File: src/rtl/dso_capture_ctrl.sv
`default_nettype none
// ============================================================================
//  Module      : dso_capture_ctrl
//  Description : Write-side capture controller for the DSO sample memory.
//                Streams ADC samples into one 2048-word bank of a 4096-word
//                dual-port buffer. It keeps PRETRIG samples ahead of the
//                trigger, detects a level/slope trigger, fills the rest of
//                the frame, publishes the oldest-sample address and then
//                swaps banks.
//                Optional macro CAPTURE_AUTOTRIG_EN adds a forced trigger
//                after AUTO_TIMEOUT valid samples in ARMED.
//  Revision    : 1.0 - initial release
// ============================================================================
module dso_capture_ctrl #(
    parameter int PRETRIG      = 1024,
    parameter int AUTO_TIMEOUT = 65535
) (
    input  logic        clk,
    input  logic        rst_n,
    input  logic        arm,
    input  logic        sample_valid,
    input  logic [15:0] sample,
    input  logic [7:0]  trig_level,
    input  logic        trig_slope,
    input  logic        force_trig,
    output logic        mem_we,
    output logic [11:0] mem_waddr,
    output logic [15:0] mem_wdata,
    output logic [11:0] write_addr,
    output logic        update_flag,
    output logic        busy,
    output logic        triggered
);

    typedef enum logic [2:0] {
        S_IDLE  = 3'd0,
        S_PRE   = 3'd1,
        S_ARMED = 3'd2,
        S_POST  = 3'd3,
        S_DONE  = 3'd4
    } state_t;

    // Frame is always 2048 words: PRETRIG before the trigger, the rest after
    // (the trigger sample itself is the first post-trigger sample).
    localparam logic [11:0] C_PRE_LEN  = 12'(PRETRIG);
    localparam logic [11:0] C_POST_LEN = 12'(2048 - PRETRIG);

    state_t      r_state;
    logic        r_bank;
    logic [10:0] r_wptr;
    logic [11:0] r_cnt;
    logic [7:0]  r_prev;

    logic        w_in_capture;
    logic        w_write;
    logic        w_rise;
    logic        w_fall;
    logic        w_auto_hit;
    logic        w_trig;
    logic [11:0] w_cnt_inc;

`ifdef CAPTURE_AUTOTRIG_EN
    localparam int                  C_AUTO_W   = (AUTO_TIMEOUT < 2) ? 1 : $clog2(AUTO_TIMEOUT + 1);
    localparam logic [C_AUTO_W-1:0] C_AUTO_LIM = C_AUTO_W'(AUTO_TIMEOUT);

    logic [C_AUTO_W-1:0] r_auto_cnt;

    assign w_auto_hit = (r_auto_cnt == C_AUTO_LIM);

    // Valid samples seen in ARMED; cleared on entry, holds once the limit is reached
    always_ff @(posedge clk or negedge rst_n) begin
        if (!rst_n) begin
            r_auto_cnt <= '0;
        end else if (r_state == S_PRE && sample_valid && w_cnt_inc == C_PRE_LEN) begin
            r_auto_cnt <= '0;
        end else if (r_state == S_ARMED && sample_valid && !w_auto_hit) begin
            r_auto_cnt <= r_auto_cnt + 1'b1;
        end
    end
`else
    logic w_unused_auto;

    assign w_auto_hit    = 1'b0;
    assign w_unused_auto = (AUTO_TIMEOUT != 0);
`endif

    // Write qualification and trigger decision on the current sample
    always_comb begin
        w_in_capture = (r_state == S_PRE) || (r_state == S_ARMED) || (r_state == S_POST);
        w_write      = sample_valid && w_in_capture;
        w_rise       = (r_prev <  trig_level) && (sample[15:8] >= trig_level);
        w_fall       = (r_prev >= trig_level) && (sample[15:8] <  trig_level);
        w_trig       = force_trig || (trig_slope ? w_fall : w_rise) || w_auto_hit;
        w_cnt_inc    = r_cnt + 12'd1;
    end

    // Capture state machine with registered memory port and status outputs
    always_ff @(posedge clk or negedge rst_n) begin
        if (!rst_n) begin
            r_state     <= S_IDLE;
            r_bank      <= 1'b0;
            r_wptr      <= '0;
            r_cnt       <= '0;
            r_prev      <= '0;
            mem_we      <= 1'b0;
            mem_waddr   <= '0;
            mem_wdata   <= '0;
            write_addr  <= '0;
            update_flag <= 1'b0;
            busy        <= 1'b0;
            triggered   <= 1'b0;
        end else begin
            mem_we      <= w_write;
            update_flag <= 1'b0;

            // Every accepted sample is written at the current pointer, which
            // then advances (wrapping inside the bank) and feeds slope history.
            if (w_write) begin
                mem_waddr <= {r_bank, r_wptr};
                mem_wdata <= sample;
                r_wptr    <= r_wptr + 11'd1;
                r_prev    <= sample[15:8];
            end

            case (r_state)
                S_IDLE: begin
                    if (arm) begin
                        r_wptr  <= '0;
                        r_cnt   <= '0;
                        busy    <= 1'b1;
                        r_state <= S_PRE;
                    end
                end

                S_PRE: begin
                    if (sample_valid) begin
                        r_cnt <= w_cnt_inc;
                        if (w_cnt_inc == C_PRE_LEN) begin
                            r_state <= S_ARMED;
                        end
                    end
                end

                S_ARMED: begin
                    if (sample_valid && w_trig) begin
                        r_cnt <= 12'd1;
                        // With PRETRIG = 2047 the trigger sample completes the frame
                        if (C_POST_LEN == 12'd1) begin
                            busy    <= 1'b0;
                            r_state <= S_DONE;
                        end else begin
                            triggered <= 1'b1;
                            r_state   <= S_POST;
                        end
                    end
                end

                S_POST: begin
                    if (sample_valid) begin
                        r_cnt <= w_cnt_inc;
                        if (w_cnt_inc == C_POST_LEN) begin
                            busy      <= 1'b0;
                            triggered <= 1'b0;
                            r_state   <= S_DONE;
                        end
                    end
                end

                S_DONE: begin
                    // Next write position is the oldest sample of the frame
                    write_addr  <= {r_bank, r_wptr};
                    update_flag <= 1'b1;
                    r_bank      <= ~r_bank;
                    r_state     <= S_IDLE;
                end

                default: begin
                    busy      <= 1'b0;
                    triggered <= 1'b0;
                    r_state   <= S_IDLE;
                end
            endcase
        end
    end

endmodule
`default_nettype wire

File: config.mk
export PLATFORM = sky130hd
export DESIGN_NAME = dso_capture_ctrl
export DESIGN_NICKNAME = d
export VERILOG_FILES = /design/src/rtl/dso_capture_ctrl.sv
export SDC_FILE = /design/constraint.sdc
export NUM_CORES = 1
export LEC_CHECK = 0
export ABC_CLOCK_PERIOD_IN_PS = 4000
export CELL_PAD_IN_SITES_DETAIL_PLACEMENT = 1
export CELL_PAD_IN_SITES_GLOBAL_PLACEMENT = 1
export CORE_MARGIN = 2
export CORE_UTILIZATION = 40
export DETAILED_ROUTE_END_ITERATION = 16
export GPL_TIMING_DRIVEN = 0
export MAX_ROUTING_LAYER = met4
export PLACE_DENSITY = 0.92
export SLEW_MARGIN = 40
export SYNTH_ARGS = -nofsm -noshare
export SYNTH_HDL_FRONTEND = slang
export SYNTH_SLANG_ARGS = --single-unit
File: constraint.sdc
create_clock -name clk -period 4 [get_ports clk]
set_input_delay 0.8 -clock clk [delete_from_list [all_inputs] [get_ports clk]]
set_output_delay 0.8 -clock clk [all_outputs]
set_load 0.02 [all_outputs]
==> flow_metrics.tcl <==
set metrics [dict create \
    yosysWarnings 0 \
    synth_top_cell_by_area "dfrtp_1" \
    clkTransAtPathRegs_ns 0.08 \
    initial_core_util_pct 41.08 \
    async_flop_share_pct 100.0 \
    pwr-share-clk_pct 26.6 \
    synth_ff_type "dfrtp_1" \
    drc_errors 0 \
    synth_area_sq_mm 0.003565 \
    coreArea_sq_mm 0.008678 \
    grt_overflow 0 \
    status "finished clean" \
    p_leak_nw 1.996 \
    worst_ir_drop_vdd_mv 0.2558 \
    synth_mux_area_share_pct 13.20 \
    cp-start-kind "input pin" \
    cp_max_fo 10 \
    slew_viol_final 0 \
    tightest_slew_ns 0.8356 \
    die_w_um 98.40 \
    synthTopCellsByArea "dfrtp_1, mux2_2, ha_1" \
    yosysMostFrequentCell "dfrtp_1" \
    clock.fmax_mhz 315.7 \
    utilization_pct 53.27 \
    cts_resized 0 \
    via_per_inst 5.567 \
    antenna_found_initial 0 \
    synth_top_family_by_area "simple AND/OR/NAND/NOR gates" \
    grt_pass1_vias 3335 \
    yosysSeqAreaShare_pct 49.84 \
    routedWlPerCell_um 19.36 \
    syn_to_final_growth_pct 29.69 \
    hold_path.class "in2async" \
    grt_start_max_net_pins 49 \
    synth_xor_area_share_pct 2.457 \
    ys_ff_latch 71 \
    hold_buffers 0 \
    track_usage_pct 22.55 \
    maxCapViolCount 0 \
    cts-htree-levels 3 \
    grt_pass1_wl_um 16860 \
    pwr-share-comb_pct 25.5 \
    insertedDiodeCount 0 \
    synthTopCellsByCount "dfrtp_1, mux2_2, nor2_1" \
    p_sw_mw 0.6798 \
    dieArea_sq_mm 0.009683 \
    synth_top_cell_area_share_pct 49.84 \
    fin_skew_ns 0.008183 \
    drive_gt1_share_pct 14.32 \
    swShare_pct 34.55 \
    rsz0062_at_grt "no" \
    fp-row-count 34 \
    dp_hpwl_um 7577 \
    synth_nets 378 \
    synth_compound_area_share_pct 11.37 \
    worstPathArrival_ns 3.40 \
    hold_viol 0 \
    clk_latency_ns 0.35 \
    vias 2934 \
    period_needed_ns 3.168 \
    placed_area_sq_mm 0.004449 \
    fin_area_sq_mm 0.004623 \
    r2r_cells 8 \
    numClockSinks 71 \
    dr.pass1.iters 4 \
    cts_made_buffers 9 \
    intPower_mw 1.288 \
    cts-root-buf "clkbuf_8" \
    pwr_density_cell_mw_per_mm2 425.6 \
    p_seq_share_pct 47.9 \
    critical_path_class "in2reg" \
    ant_nets 0 \
    synth_area_per_cell_sq_um 10.80 \
    nNetsFinal 462 \
    synthDistinctLibCells 46 \
    endpoint_kind "flip-flop" \
    first_iter_violations 120 \
    drt-total-wl_um 10200 \
    cts_buffer_depth 2 \
    max_slew_margin_pct 43.96 \
    place_congestion 0.8147 \
    die_h_um 98.40 \
    post-cts-setup-buffers 0 \
    fill_cells 960 \
    finalSetupTns_ns 0 \
    period_share_pct 79.19 \
    synth-adder-area-share_pct 6.318 \
    setup_violations 0 \
    critical_path_required_ns 4.23 \
    synth_edf_count 0 \
    cts_tree "built" \
    pin_count 74 \
    port-buffer-count 72 \
    synthSimpleGateAreaFrac_pct 13.97 \
    syn_inst 330 \
]
[path summary, 6_finish.rpt]
path / endpoint / slack, ns / start
max: r_cnt[3] / 0.83 / trig_level[1]
min: mem_wdata[7] / 0.30 / rst_n
max reg2reg: r_cnt[3] / 1.43 / mem_wdata[9]
min reg2reg: write_addr[8] / 0.50 / write_addr[8]
max in group asynchronous: mem_waddr[1] / 3.18 / rst_n
min in group clk: write_addr[8] / 0.50 / write_addr[8]
[power groups by stage]
stage	Combinational, mW	Sequential (mW)	Clock, mW
5_1_grt	0.544	0.958	0.572
2_1_floorplan	0.219	0.978	0
4_1_cts	0.507	0.939	0.539
3_3_place_gp	0.462	0.938	0
6_report	0.502	0.942	0.524
3_5_place_dp	0.501	0.952	0
[cells by family after synthesis]
group,count (synthesis)
and+or+nand+nor,97
DFF,71
AOI/OAI and AO/OA,66
muxes,42
buffers and inverters,26
adders and majority gates,18
xor gates and xnor gates,10
[per-layer routing]
metal	vias up	wire [um]	GRT usage, %
li1	1351	-	-
met1	1501	4240	25.97
met2	66	5440	39.61
met3	16	329	4.295
met4	0	191	7.271
met5	-	0	-
[worst max-delay path: stages]
cell and delay, ns:
clkdlybuf4s50_1 0.47, inv_1 0.06, ha_1 0.29, nor2b_1 0.16
o211ai_1 0.14, a31o_1 0.22, a221oi_1 0.62, o31ai_2 0.31
o21ai_1 0.23, o21ai_1 0.09
[cells in the final DEF, fill, tap and decap left out, drive strengths merged, types with 5 or more instances in the layout]
| master | count |
|---|---|
| a21oi | 17 |
| nand3 | 7 |
| nand2 | 23 |
| and3 | 7 |
| inv | 15 |
| clkdlybuf4s50 | 71 |
| xor2 | 6 |
| dfrtp | 71 |
| a31oi | 5 |
| buf | 5 |
| clkbuf | 19 |
| nand4 | 11 |
| o21ai | 24 |
| nor3 | 6 |
| nor2 | 29 |
| mux2 | 40 |
| ha | 18 |
[area by class of cell]
type	instances	area, sq um	share of cell area (%)
sequential	71	1777	38.43
clock buffer	10	127.6	2.760
timing repair buffer	73	749.5	16.21
multi-input combinational	233	1687	36.48
buffer	12	48.80	1.055
clock inverter	6	46.29	1.001
inverter	14	52.55	1.137
tap	108	135.1	2.923
[sequential cells by signal, summed over array words and instances (netlist names)]
signal / count
update_flag: 1
mem_wdata: 16
r_state: 3
write_addr: 12
triggered: 1
busy: 1
r_cnt: 12
mem_waddr: 12
r_wptr: 11
r_bank: 1
mem_we: 1
[stage by stage]
| stage | total power [mW] | instances | hold WS, ns | setup slack, ns |
|---|---|---|---|---|
| floorplan | 1.197 | 330 | 0.4537 | 1.515 |
| global placement | 1.400 | 510 | 0.4688 | -0.2902 |
| detailed placement | 1.453 | 511 | 0.4789 | 0.5432 |
| CTS | 1.985 | 527 | 0.2927 | 0.8348 |
| global route | 2.074 | 527 | 0.2979 | 0.6300 |
| finish | 1.968 | 527 | 0.2986 | 0.8323 |
Power figures use the tool's default switching activity.
